**src/rtl/led_row_scan.sv**
```systemverilog
// Row scanner for a multiplexed LED matrix: cycles IDLE -> BLANK -> DRIVE per row,
// with a registered row index, decoded row drive and load / frame-start pulses.
module led_row_scan #(
    parameter int ROWS       = 8,
    parameter int DWELL_CYC  = 1000,
    parameter int BLANK_CYC  = 16,
    parameter int ACTIVE_LOW = 0,
    localparam int ROW_W     = $clog2(ROWS)
) (
    input  logic             clk_i,
    input  logic             rst_i,
    input  logic             scan_en_i,
    output logic [ROW_W-1:0] row_sel_o,
    output logic [ROWS-1:0]  row_onehot_o,
    output logic             blank_o,
    output logic             row_load_o,
    output logic             frame_start_o
);

    localparam int CNT_MAX = (BLANK_CYC > DWELL_CYC) ? BLANK_CYC : DWELL_CYC;
    localparam int CNT_W   = $clog2(CNT_MAX + 1);

    localparam logic [CNT_W-1:0] BLANK_LAST = CNT_W'(BLANK_CYC - 1);
    localparam logic [CNT_W-1:0] DWELL_LAST = CNT_W'(DWELL_CYC - 1);
    localparam logic [ROW_W-1:0] ROW_LAST   = ROW_W'(ROWS - 1);
    localparam logic             POL        = (ACTIVE_LOW != 0);

    typedef enum logic [1:0] {
        IDLE  = 2'd0,
        BLANK = 2'd1,
        DRIVE = 2'd2
    } state_t;

    state_t             state_q, state_d;
    logic [ROW_W-1:0]   row_q, row_d;
    logic [CNT_W-1:0]   cnt_q, cnt_d;
    logic [ROWS-1:0]    onehot_q, onehot_d;
    logic               blank_q, blank_d;
    logic               load_q, load_d;
    logic               frame_q, frame_d;

    function automatic logic [ROWS-1:0] row_decode(input logic [ROW_W-1:0] r);
        logic [ROWS-1:0] one;
        one        = {{(ROWS-1){1'b0}}, 1'b1};
        row_decode = one << r;
    endfunction

    // Next-state logic; abort on scan_en_i=0 is checked ahead of any row-end transition.
    always_comb begin
        state_d = state_q;
        row_d   = row_q;
        cnt_d   = cnt_q;
        load_d  = 1'b0;
        case (state_q)
            IDLE: begin
                row_d = {ROW_W{1'b0}};
                cnt_d = {CNT_W{1'b0}};
                if (scan_en_i) begin
                    state_d = BLANK;
                    load_d  = 1'b1;
                end else begin
                    state_d = IDLE;
                end
            end
            BLANK: begin
                if (!scan_en_i) begin
                    state_d = IDLE;
                    row_d   = {ROW_W{1'b0}};
                    cnt_d   = {CNT_W{1'b0}};
                end else if (cnt_q == BLANK_LAST) begin
                    state_d = DRIVE;
                    cnt_d   = {CNT_W{1'b0}};
                end else begin
                    cnt_d = cnt_q + {{(CNT_W-1){1'b0}}, 1'b1};
                end
            end
            DRIVE: begin
                if (!scan_en_i) begin
                    state_d = IDLE;
                    row_d   = {ROW_W{1'b0}};
                    cnt_d   = {CNT_W{1'b0}};
                end else if (cnt_q == DWELL_LAST) begin
                    state_d = BLANK;
                    cnt_d   = {CNT_W{1'b0}};
                    load_d  = 1'b1;
                    if (row_q == ROW_LAST) begin
                        row_d = {ROW_W{1'b0}};
                    end else begin
                        row_d = row_q + {{(ROW_W-1){1'b0}}, 1'b1};
                    end
                end else begin
                    cnt_d = cnt_q + {{(CNT_W-1){1'b0}}, 1'b1};
                end
            end
            default: begin
                state_d = IDLE;
                row_d   = {ROW_W{1'b0}};
                cnt_d   = {CNT_W{1'b0}};
            end
        endcase
    end

    // Output decode from the next state so the registered outputs line up with state_q.
    always_comb begin
        onehot_d = {ROWS{POL}};
        if (state_d == DRIVE) begin
            onehot_d = row_decode(row_d) ^ {ROWS{POL}};
        end else begin
            onehot_d = {ROWS{POL}};
        end
        blank_d = (state_d != DRIVE);
        frame_d = load_d && (row_d == {ROW_W{1'b0}});
    end

    // State, counter and output registers with synchronous reset.
    always_ff @(posedge clk_i) begin
        if (rst_i) begin
            state_q  <= IDLE;
            row_q    <= {ROW_W{1'b0}};
            cnt_q    <= {CNT_W{1'b0}};
            onehot_q <= {ROWS{POL}};
            blank_q  <= 1'b1;
            load_q   <= 1'b0;
            frame_q  <= 1'b0;
        end else begin
            state_q  <= state_d;
            row_q    <= row_d;
            cnt_q    <= cnt_d;
            onehot_q <= onehot_d;
            blank_q  <= blank_d;
            load_q   <= load_d;
            frame_q  <= frame_d;
        end
    end

    assign row_sel_o     = row_q;
    assign row_onehot_o  = onehot_q;
    assign blank_o       = blank_q;
    assign row_load_o    = load_q;
    assign frame_start_o = frame_q;

endmodule

```
**config.mk**
```make
export PLATFORM = sky130hd
export DESIGN_NAME = led_row_scan
export DESIGN_NICKNAME = d
export VERILOG_FILES = /design/src/rtl/led_row_scan.sv
export SDC_FILE = /design/constraint.sdc
export NUM_CORES = 1
export LEC_CHECK = 0
export ABC_AREA = 1
export BUFFER_PORTS_ARGS = -buffer_cell sky130_fd_sc_hd__buf_2
export CAP_MARGIN = 10
export CORE_MARGIN = 2
export CORE_UTILIZATION = 42
export DETAILED_ROUTE_END_ITERATION = 12
export PLACE_DENSITY = 0.73
export SLEW_MARGIN = 25
export SYNTH_ARGS = -nofsm -noshare
export SYNTH_HDL_FRONTEND = slang
export SYNTH_SLANG_ARGS = --single-unit
```
**constraint.sdc**
```tcl
create_clock -name clk_i -period 1.4 [get_ports clk_i]
set_clock_uncertainty 0.05 [all_clocks]
set_input_delay 0.28 -clock clk_i [delete_from_list [all_inputs] [get_ports clk_i]]
set_output_delay 0.28 -clock clk_i [all_outputs]
set_load 0.02 [all_outputs]
```
* After elaboration in Yosys (flattened, before gate mapping) *
Cells that the tools add are included.

cells by class
  reduce and logical (&&, ||, !) cells = 4
  mux-type cells = 20
  bitwise operators = 1
  eq/ne operators = 7
  shift-type cells = 1
  add/sub/neg operators = 2

operators by type and width
  kind                                              count
  2-to-1 mux 10 bit                                 4
  case mux 10 bit (2 select lines)                  1
  2-to-1 mux 3 bit                                  4
  adder 10 x 1 -> 10 bit (second input constant)    1
  == test 10 bit (second input constant)            1
  == test 10 x 4 -> 1 bit (second input constant)   1
  2-to-1 mux 2 bit                                  4
  left shift 1 x 3 -> 8 bit (first input constant)  1
  case mux 2 bit (3 select lines)                   1
  case mux 3 bit (2 select lines)                   1
  == test 2 bit (second input constant)             2
  2-to-1 mux 1 bit                                  4
  adder 3 x 1 -> 3 bit (second input constant)      1
  == test 3 bit (second input constant)             1
  zero test 3 bit                                   1
  == test 2 x 1 -> 1 bit (second input constant)    1
  zero test 2 bit                                   1
  != test 2 bit (second input constant)             1
  case mux 1 bit (2 select lines)                   1
  OR reduction 2 bit                                1
  logical AND 1 bit                                 1
  inverter 1 bit                                    1

storage, ports and cells
  word-level logic and storage cells = 42
  output and inout bits = 14
  bits of input ports = 3
  bits in registers = 26

* Logic depth before layout (Yosys ltp) *
Gate-level depths: netlist of run 1.

  word-level depth = 7
  gate-level depth with buffers = 11
  gate-level depth less buffers = 11

* Worst setup path before layout of run 1 *
Ideal clock, no wire load.

  path type = register to register
  from = reg state_q[0]
  to = reg onehot_q[2] (netlist: row_onehot_o[2])
  buffers on the path = 0
  period minus slack after synthesis = 1.454 ns
  stages on the path, launching flop included = 12
  data required time = 1.286 ns
  library setup time = 0.064 ns
  path slack = -0.054 ns
  arrival = 1.339 ns
  cell sequence = dfxtp_1 -> inv_1 -> ha_1 -> nand2_1 -> inv_1 -> nand3_2 -> nand2_1 -> nor2_1 -> nor2_1 -> nor2_2 -> nand2_2 -> nor2_1

on the way
  cells in the longest elaborated chain, start to end = 6
  elaborated cells between the ends (all ways) = 13
  classes of those cells = eq/ne (3); shift (1); mux (6); bitwise (1); reduce/logical (2)

ends and longest elaborated chain
  what                                        RTL line  source
  from (decl)                                 34        state_t state_q, state_d;
  from (signal assigned)                      126       state_q <= state_d;
  2-to-1 mux 2 bit, on equally long branches  82, 70
  2-to-1 mux 2 bit, on equally long branches  78, 66
  case mux 2 bit (3 select lines)             54        case (state_q)
  == test 2 bit                               106       if (state_d == DRIVE) begin
  inverter 1 bit (no line)                    -
  OR reduction 2 bit (no line)                -
  to (signal assigned)                        121       onehot_q <= {ROWS{POL}};
  to (signal assigned)                        129       onehot_q <= onehot_d;
  to (decl)                                   37        logic [ROWS-1:0] onehot_q, onehot_d;

Parallel ways exist; a longest one is shown, timed or not.
A chain may end at the register's enable or synchronous reset.

* Final worst setup path of run 1 *
  from = reg cnt_q[1]
  to = reg onehot_q[0] (netlist: row_onehot_o[0])

on the way
  cells in the longest elaborated chain, start to end = 7
  elaborated cells between the ends (all ways) = 14
  classes of those cells = eq/ne (3); shift (1); mux (8); bitwise (1); reduce/logical (1)

ends and longest elaborated chain
  what                                                              RTL line  source
  from (decl)                                                       36        logic [CNT_W-1:0] cnt_q, cnt_d;
  from (signal assigned)                                            120       cnt_q <= {CNT_W{1'b0}};
  from (signal assigned)                                            128       cnt_q <= cnt_d;
  == test 10 bit / == test 10 x 4 -> 1 bit (equally long branches)  82, 70
  2-to-1 mux 2 bit, on equally long branches                        82, 70
  2-to-1 mux 2 bit, on equally long branches                        78, 66
  case mux 2 bit (3 select lines)                                   54
  == test 2 bit                                                     106
  inverter 1 bit (no line)                                          -
  OR reduction 2 bit (no line)                                      -

Parallel ways exist; a longest one is shown, timed or not.

==> results of run 1 <==
power by group through the flow:
| stage | clock network [W] | logic [W] | registers, W |
|---|---|---|---|
| 2_1_floorplan | 0 | 0.0000253 | 0.000769 |
| 3_3_place_gp | 0 | 0.0000629 | 0.000764 |
| 3_5_place_dp | 0 | 0.0000637 | 0.000764 |
| 4_1_cts | 0.000523 | 0.0000772 | 0.000746 |
| 5_1_grt | 0.000555 | 0.0000925 | 0.000747 |
| 6_report | 0.000516 | 0.0000847 | 0.000746 |
logic make-up (layout without fill, tap and decap cells):
group	after synthesis	after routing
adders and majority gates	7	7
buffers and inverters	18	60
AOI/OAI and AO/OA	8	8
xor gates and xnor gates	3	3
and+or+nand+nor	87	88
DFF	26	26
worst paths after layout:
| check | depth (start not counted) | slack (ns) | startpoint | end |
|---|---|---|---|---|
| max | 11 | -0.13 | cnt_q[1] | row_onehot_o[0] |
| min | 2 | 0.17 | rst_i | row_sel_o[1] |
| max reg2reg | 11 | -0.13 | cnt_q[1] | row_onehot_o[0] |
| min reg2reg | 2 | 0.49 | cnt_q[5] | cnt_q[5] |
critical path: stages, from the launching register on:
cell and delay (ns):
dfxtp_2 0.38, ha_4 0.15, nand2_4 0.08, nor2_4 0.16, nand2_2 0.09, nand2_4 0.09, nand2_4 0.08, nand2_2 0.07
nand2_1 0.06, nand2_2 0.10, nand2_2 0.08, nor2_1 0.09
stage by stage:
step	hold slack, ns	total power [W]
global route	0.1629	0.001395
global placement	0.4489	0.0008266
finish	0.1725	0.001347
CTS	0.1412	0.001346
detailed placement	0.4659	0.0008280
floorplan	0.3006	0.0007942
per-layer routing:
layer / GRT usage (%) / vias to the layer above
met2: 33.55 / 33
met1: 20.72 / 536
met3: 3.456 / 14
li1: - / 553
met5: 0 / -
met4: 6.803 / 0
cell type report:
cell class,instances,area [um2]
Multi-Input combinational cell,106,716.9
Clock buffer,3,22.52
Timing Repair Buffer,38,252.7
Sequential cell,26,530.5
Inverter,18,67.56
Tap cell,31,38.79
Fill cell,225,1027
Clock inverter,1,30.03
synthesized netlist by cell type (all sizes together):
library cell	instances	area (um2)
nand3	7	45.04
a31o	1	8.760
clkinv	1	3.750
nor3b	1	7.510
dfxtp	26	520.5
nand4	1	6.260
nor2	36	150.2
nand3b	1	7.510
a211oi	1	7.510
a21oi	4	20.02
xor2	2	17.52
ha	7	87.58
xnor2	1	8.760
inv	17	63.81
nor3	3	20.02
o21ai	2	10.01
nand2	38	177.7
cell usage in the layout (no fill, tap or decap), drive strengths merged:
cell    synthesis  routed
xnor2           1       1
nor3b           1       1
a211oi          1       1
a31o            1       1
xor2            2       2
clkinv          1       1
bufinv          0       1
inv            17      17
a21oi           4       4
nor3            3       3
ha              7       7
nand4           1       1
nand2          38      39
nand3b          1       1
nor2           36      36
nand3           7       7
o21ai           2       2
buf             0      38
clkbuf          0       3
dfxtp          26      26
timing repair:
action / in CTS / in global routing
gates cloned: 1 / 0
setup endpoints to repair: 25 / 25
resized for setup: 28 / 15
buffers inserted: 2 / 2
pin swaps: 9 / 8
hold buffers: 0 / 0
flip-flops by register name, indices dropped and copies added, names as in the netlist:
signal and count:
blank_o 1, cnt_q 10, frame_start_o 1, row_load_o 1
row_onehot_o 8, row_sel_o 3, state_q 2
==> out/qor.txt, run 1 <==
status: finished, violations left
failing checks: setup timing
fin crit period: 1.531 ns
Highest Clock Rate: 653.0 MHz
count of pins over their slew limit: 0
Overflow after GRT: 0
# nets final: 203
clock share of power: 38.3%
clock slew at reported path FFs: 0.14 ns
ANT cells: 0
post-synthesis sequential area ratio: 44.78%
CP Data Arrival Time: 1.75 ns
Slew @ Worst Pin: 0.2238 ns
CTS tree: done
Mapped Area: 1162 um2
critical path capture point type: register
first-pass GRT wire length: 4623 um
Seq cells post-synth: 26
placed cell count: 214
Leakage: 0.7707 nW
Iter 0 DRT Violations: 13
WL met2: 1482 um
P_sw: 0.0002800 W
initial antenna violation count: 0
worst hold path class: input port to register
worst skew pair latency: 0.32 ns
DRC viols: 0
crit path max fanout: 4
clk sink count: 26
final instance area: 1659 um2
Site Rows: 19
Post-Synth Simple-Gate Area: 35.63%
mux cell area share after synthesis: 0%
vias in the first global route: 1079
adder-cell area share of the yosys netlist: 7.535%
Sequential Power Share: 55.4%
total global-route track usage: 18.31%
largest family of logic cells by synthesized area: simple AND/OR/NAND/NOR gates
Root Buffer: clkbuf_4
utilization after layout: 61.76%
layout cells sized above 1: 50.52%
Mapped Nets: 159
Clock Tree Buf Depth: 2
Post-Route Setup TNS: -1.419 ns
WL final: 2844 um
vias: 1136
Max-Cap Viols: 0
largest net degree at the start of global routing: 16
syn_area_per_cell: 7.801 um2
Die Wd: 56.61 um
ANT nets after route: 0
highest routed metal layer: met4
final setup fails: 23
Gate power share: 6.3%
post-synthesis compound-gate area fraction: 3.983%
IO Port Bufs: 16
Initial Util: 43.27%
max_slew headroom: 85.03%
worst setup margin: -0.1314 ns
Non-Filler Instances: 223
average wire per standard cell: 12.75 um
core area: 2686 um2
Yosys cell types: 24
Die Ht: 56.61 um
cell internal pwr: 0.001067 W
H-tree depth: 1
Placed Area: 1433 um2
Final Hold Fails: 0
Peak supply drop: 0.5895 mV
Sw Share: 20.79%
Setup WS pre-CTS: -0.1583 ns
area of the die: 3204 um2
RD Place Congestion: 0.8350
TritonRoute pass-1 iters: 4
io pins: 17
M1 wire length: 1139 um
synth warn: 0
estimated wirelength of the detail-placed design: 1801 um
met3 WL: 107 um
critical path startpoint category: register
CP Class: register to register
RSZ-0062 raised after global routing: yes
Post-Syn Instances: 149
Num CTS Buffers: 3
pwr/cell area: 811.9 nW/um2
Worst EP required: 1.62 ns
Via density: 5.094
Tcrit/Tclk final: 109.4%
Synth Area in XOR/XNOR: 2.260%
P&R area growth vs syn: 42.73%
No activity file was read; power rests on OpenSTA's default activity.
==> inputs of run 2 (changes only) <==
--- a/config.mk
+++ b/config.mk
@@ -7,11 +7,11 @@
 export LEC_CHECK = 0
 export ABC_AREA = 1
 export BUFFER_PORTS_ARGS = -buffer_cell sky130_fd_sc_hd__buf_2
-export CAP_MARGIN = 10
+export CAP_MARGIN = 15
 export CORE_MARGIN = 2
-export CORE_UTILIZATION = 42
+export CORE_UTILIZATION = 45
 export DETAILED_ROUTE_END_ITERATION = 12
-export PLACE_DENSITY = 0.73
+export PLACE_DENSITY = 0.77
 export SLEW_MARGIN = 25
 export SYNTH_ARGS = -nofsm -noshare
 export SYNTH_HDL_FRONTEND = slang
==> run 2 against run 1 <==
Net effect:
- the run still ends with setup timing left
- combinational power up 8.9%
- critical path depth unchanged
- global-route usage up 3.2 points
- die area down 6.2%
- total power up 1.5%
- wire length up 11%
- utilization up 11 points
==> out/qor.txt, run 2 (synthesis gave the netlist of run 1 again) <==
Initial Util: 47.35%
utilization after layout: 72.43%
ANT nets after route: 0
RD Place Congestion: 0.8289
estimated wirelength of the detail-placed design: 1861 um
cell mode on critical path: nand2_4
Worst EP required: 1.62 ns
clk sink count: 26
critical path startpoint category: register
layout cells sized above 1: 56.12%
crit-path cells: ha_4 -> nand2_4 -> nor2_4 -> nand2_2 -> nand2_4 -> nand2_4 -> nand2_4 -> nand2_4 -> nand2_4 -> nand2_4 -> nor2_1
# nets final: 207
Slew @ Worst Pin: 0.2639 ns
Highest Clock Rate: 631.3 MHz
clock slew at reported path FFs: 0.15 ns
r2r setup slk: -0.18 ns
worst path bufs/invs: 0
Sequential Power Share: 54.6%
failing checks: setup timing
Peak supply drop: 0.7878 mV
vias in the first global route: 1060
crit-path max cell delay: 0.39 ns
CTS tree: done
Overflow after GRT: 0
vias: 1124
DRC viols: 0
Reg-to-Reg Start: cnt_q[1]
highest-delay cell along the critical path: dfxtp_2
status: finished, violations left
Site Rows: 18
RSZ-0062 raised after global routing: yes
critical path capture point type: register
RR Endpoint: row_onehot_o[1]
worst hold start: rst_i
initial antenna violation count: 0
commonest non-fill, non-tap cell in the layout: buf_4
io pins: 17
worst setup margin: -0.1841 ns
Worst Hold Depth: 2
CP Class: register to register
P&R area growth vs syn: 52.96%
H-tree depth: 1
Leakage: 0.8605 nW
highest-count cells in the layout ignoring fill and taps: buf_4, dfxtp_1, nor2_1, buf_2, nand2_1
worst hold path class: input port to register
core area: 2455 um2
Hold WS: 0.2132 ns
largest net degree at the start of global routing: 16
fin crit period: 1.584 ns
total global-route track usage: 21.49%
critical path's top delay family: simple AND/OR/NAND/NOR gates
IO Port Bufs: 16
Root Buffer: clkbuf_4
Power Total: 0.001367 W
Tcrit/Tclk final: 113.2%
P_sw: 0.0002978 W
cell internal pwr: 0.001069 W
Largest Register: cnt_q
crit path max fanout: 4
# hold bufs at CTS: 0
Iter 0 DRT Violations: 15
average wire per standard cell: 13.92 um
clock share of power: 38.7%
Gate power share: 6.7%
hold path endpoint: row_sel_o[2]
Final Hold Fails: 0
Die Wd: 54.83 um
area of the die: 3006 um2
Via density: 4.973
Num CTS Buffers: 3
worst r2r path cells: 11
max_slew headroom: 82.41%
worst skew pair latency: 0.33 ns
CP Data Arrival Time: 1.80 ns
WL final: 3145 um
Clock Tree Buf Depth: 2
number of flip-flops in the largest register: 10
Max-Cap Viols: 0
first-pass GRT wire length: 4540 um
ANT cells: 0
Die Ht: 54.83 um
final setup fails: 21
count of pins over their slew limit: 0
pwr/cell area: 768.8 nW/um2
TritonRoute pass-1 iters: 4
Sw Share: 21.79%
==> run 2: changes by cell type in the layout (fill, tap and decap cells not counted), sizes merged <==
cell,delta
buf,+4
==> run 2: worst max-delay path by stage <==
stage                     from               to  slack (ns)  cells past startpoint
floorplan           state_q[1]         cnt_q[2]      -0.008                      6
global placement      cnt_q[1]  row_onehot_o[0]       -0.11                     11
detailed placement  state_q[1]         cnt_q[2]       -0.17                      6
CTS                   cnt_q[0]  row_onehot_o[7]       -0.09                     10
global route        state_q[0]  row_onehot_o[1]       -0.28                     11
finish                cnt_q[1]  row_onehot_o[1]       -0.18                     11
==> run 2: power groups by stage <==
| stage | clock, W | combinational [W] | sequential [W] |
|---|---|---|---|
| floorplan | 0 | 0.0000253 | 0.000769 |
| global placement | 0 | 0.0000633 | 0.000764 |
| detailed placement | 0 | 0.0000644 | 0.000764 |
| CTS | 0.000527 | 0.0000779 | 0.000748 |
| global route | 0.000553 | 0.000100 | 0.000748 |
| finish | 0.000528 | 0.0000922 | 0.000746 |
==> run 2: metal layers <==
metal | up-vias | share of wire [%] | GRT usage, %
li1 | 558 | - | -
met1 | 535 | 41 | 23.49
met2 | 23 | 55 | 39.48
met3 | 8 | 2.2 | 4.372
met4 | 0 | 2.2 | 9.167
met5 | - | 0 | 0
==> run 2: final cells by class <==
type                    count  area (um2)
clock inverters             1       30.03
well taps                  30       37.54
repair buffers             42       286.5
clock buffers               3       22.52
flip-flops and latches     26       528.0
fillers                   177       676.9
multi-input cells         106       805.8
inverters                  18       67.56
==> run 2: timing repair <==
item,CTS,global route
pin swaps,18,21
setup endpoints to repair,24,25
cloned,1,0
setup buffers,5,3
resized for setup,32,31
==> run 2: through the flow <==
| stage | area (um2) | cells | setup TNS [ns] | setup WS, ns |
|---|---|---|---|---|
| 2_1_floorplan | 1179 | 149 | -0.01333 | -0.007720 |
| 3_3_place_gp | 1431 | 213 | -1.187 | -0.1072 |
| 3_5_place_dp | 1431 | 213 | -2.223 | -0.1660 |
| 4_1_cts | 1639 | 223 | -0.8107 | -0.08576 |
| 5_1_grt | 1778 | 226 | -3.849 | -0.2789 |
| 6_report | 1778 | 226 | -2.023 | -0.1841 |
==> inputs of run 3 (changes only) <==
--- a/config.mk
+++ b/config.mk
@@ -9,9 +9,9 @@
 export BUFFER_PORTS_ARGS = -buffer_cell sky130_fd_sc_hd__buf_2
 export CAP_MARGIN = 15
 export CORE_MARGIN = 2
-export CORE_UTILIZATION = 45
+export CORE_UTILIZATION = 35
 export DETAILED_ROUTE_END_ITERATION = 12
-export PLACE_DENSITY = 0.77
+export PLACE_DENSITY = 0.51
 export SLEW_MARGIN = 25
 export SYNTH_ARGS = -nofsm -noshare
 export SYNTH_HDL_FRONTEND = slang
==> constraint.sdc (replaced) <==
create_clock -name clk_i -period 1.4 [get_ports clk_i]
set_clock_uncertainty 0.05 [all_clocks]
set_input_delay 0.28 -clock clk_i [delete_from_list [all_inputs] [get_ports clk_i]]
set_output_delay 0.28 -clock clk_i [all_outputs]
set_load 0.01 [all_outputs]
==> run 3 against run 2 <==
Net effect:
- critical path depth stayed put
- highest routed layer unchanged
- clock power hardly changed
- the flow still finishes with violations (setup timing)
- cell count is 7.5% higher
- die area is 26% higher
==> out/qor.txt, run 3 (synthesis gave the netlist of run 1 again) <==
final setup fails: 14
Via density: 4.519
estimated wirelength of the detail-placed design: 1840 um
cell internal pwr: 0.001082 W
pwr/cell area: 749.0 nW/um2
largest net degree at the start of global routing: 16
io pins: 17
failing checks: setup timing
worst setup margin: -0.1142 ns
utilization after layout: 59.35%
# nets final: 210
Largest Register: cnt_q
Peak supply drop: 0.4392 mV
total global-route track usage: 15.67%
worst hold path class: input port to register
H-tree depth: 1
clock share of power: 38.1%
Gate power share: 8.0%
highest-count cells in the layout ignoring fill and taps: buf_4, nor2_1, dfxtp_1, buf_2, nand2_2
Reg-to-Reg Start: cnt_q[0]
count of pins over their slew limit: 0
fill cell count: 292
DRC viols: 0
max_slew headroom: 83.94%
Hold WS: 0.1921 ns
P&R area growth vs syn: 58.45%
WL final: 2655 um
area of the multi-input gates: 820.8 um2
Final Hold Fails: 0
vias: 1098
Overflow after GRT: 0
first-pass GRT wire length: 4326 um
crit path max fanout: 4
initial antenna violation count: 0
area of the die: 3798 um2
ANT nets after route: 0
# hold bufs at CTS: 0
Iter 0 DRT Violations: 26
worst hold start: rst_i
Tcrit/Tclk final: 108.2%
P_sw: 0.0002976 W
Sequential Power Share: 53.9%
clock slew at reported path FFs: 0.14 ns
TritonRoute pass-1 iters: 4
Setup WS pre-CTS: -0.1532 ns
RD Place Congestion: 0.8244
CP Class: register to register
number of flip-flops in the largest register: 10
Num CTS Buffers: 3
fin crit period: 1.514 ns
RSZ-0062 raised after global routing: yes
Sw Share: 21.57%
status: finished, violations left
Slew @ Worst Pin: 0.2401 ns
worst skew pair latency: 0.34 ns
Clock Tree Buf Depth: 2
layout cells sized above 1: 61.31%
Initial Util: 37.46%
Leakage: 0.8757 nW
Register Area: 536.8 um2
Die Ht: 61.63 um
IO Port Bufs: 16
commonest non-fill, non-tap cell in the layout: buf_4
Die Wd: 61.63 um
Worst EP required: 1.61 ns
clk sink count: 26
Post-Route Setup TNS: -1.106 ns
vias in the first global route: 1014
Max-Cap Viols: 0
Highest Clock Rate: 660.4 MHz
CTS tree: done
critical path capture point type: register
critical path startpoint category: register
core area: 3103 um2
Root Buffer: clkbuf_4
CP Data Arrival Time: 1.72 ns
Site Rows: 20
ANT cells: 0
average wire per standard cell: 10.93 um
crit path from: cnt_q[0]
run 3: cell count changes in the layout (fill, tap and decap cells not counted), sizes merged:
| cell | change |
|---|---|
| inv | +1 |
| clkinv | -1 |
| buf | +3 |
run 3: path summary, 6_finish.rpt:
check	end	cells after the start	slack [ns]
max reg2reg	blank_o	11	-0.11
min	row_sel_o[2]	2	0.19
max	blank_o	11	-0.11
min reg2reg	cnt_q[0]	2	0.50
run 3: timing repair:
action                                  in CTS  in global routing
buffers inserted                             3                  8
pin swaps                                   16                 23
gates cloned                                 1                  0
gates resized for setup                     29                 45
endpoints found under the setup margin      24                 26
run 3: metrics by stage:
step	instances	power, W	area (um2)
6_report	243	0.001380	1842
5_1_grt	243	0.001420	1842
4_1_cts	236	0.001371	1645
3_5_place_dp	228	0.0008260	1456
3_3_place_gp	228	0.0008257	1456
2_1_floorplan	149	0.0007915	1179
run 3: area by class of cell:
| type | instances | share of cell area (%) |
|---|---|---|
| multi-input cells | 106 | 44.57 |
| flip-flops and latches | 26 | 29.14 |
| well taps | 44 | 2.989 |
| repair buffers | 45 | 16.78 |
| inverters | 18 | 3.668 |
| clock buffers | 3 | 1.223 |
| clock inverters | 1 | 1.630 |
run 3: critical path: stages (launching register included):
cell and delay [ns]:
dfxtp_2 0.38, ha_4 0.15, nand2_4 0.07, nor2_4 0.13
nand2_2 0.07, nand2_2 0.07, nand2_2 0.06, nand2_4 0.07
nor2_4 0.04, nor2_4 0.17, buf_4 0.13, inv_1 0.03
run 3: power by group through the flow:
stage / Combinational [W] / Sequential (W) / Clock [W]
after floorplan: 0.0000253 / 0.000766 / 0
after global placement: 0.0000624 / 0.000763 / 0
after detailed placement: 0.0000627 / 0.000763 / 0
after CTS: 0.0000878 / 0.000748 / 0.000535
after global routing: 0.000121 / 0.000745 / 0.000555
final: 0.000110 / 0.000744 / 0.000525
run 3: routing by layer:
layer | GRT usage [%] | vias to the layer above | part of all wire (%)
li1 | - | 562 | -
met1 | 19.80 | 510 | 46
met3 | 3.782 | 9 | 3.2
met4 | 9.422 | 0 | 3.1
met5 | 0 | - | 0
met2 | 24.06 | 17 | 48
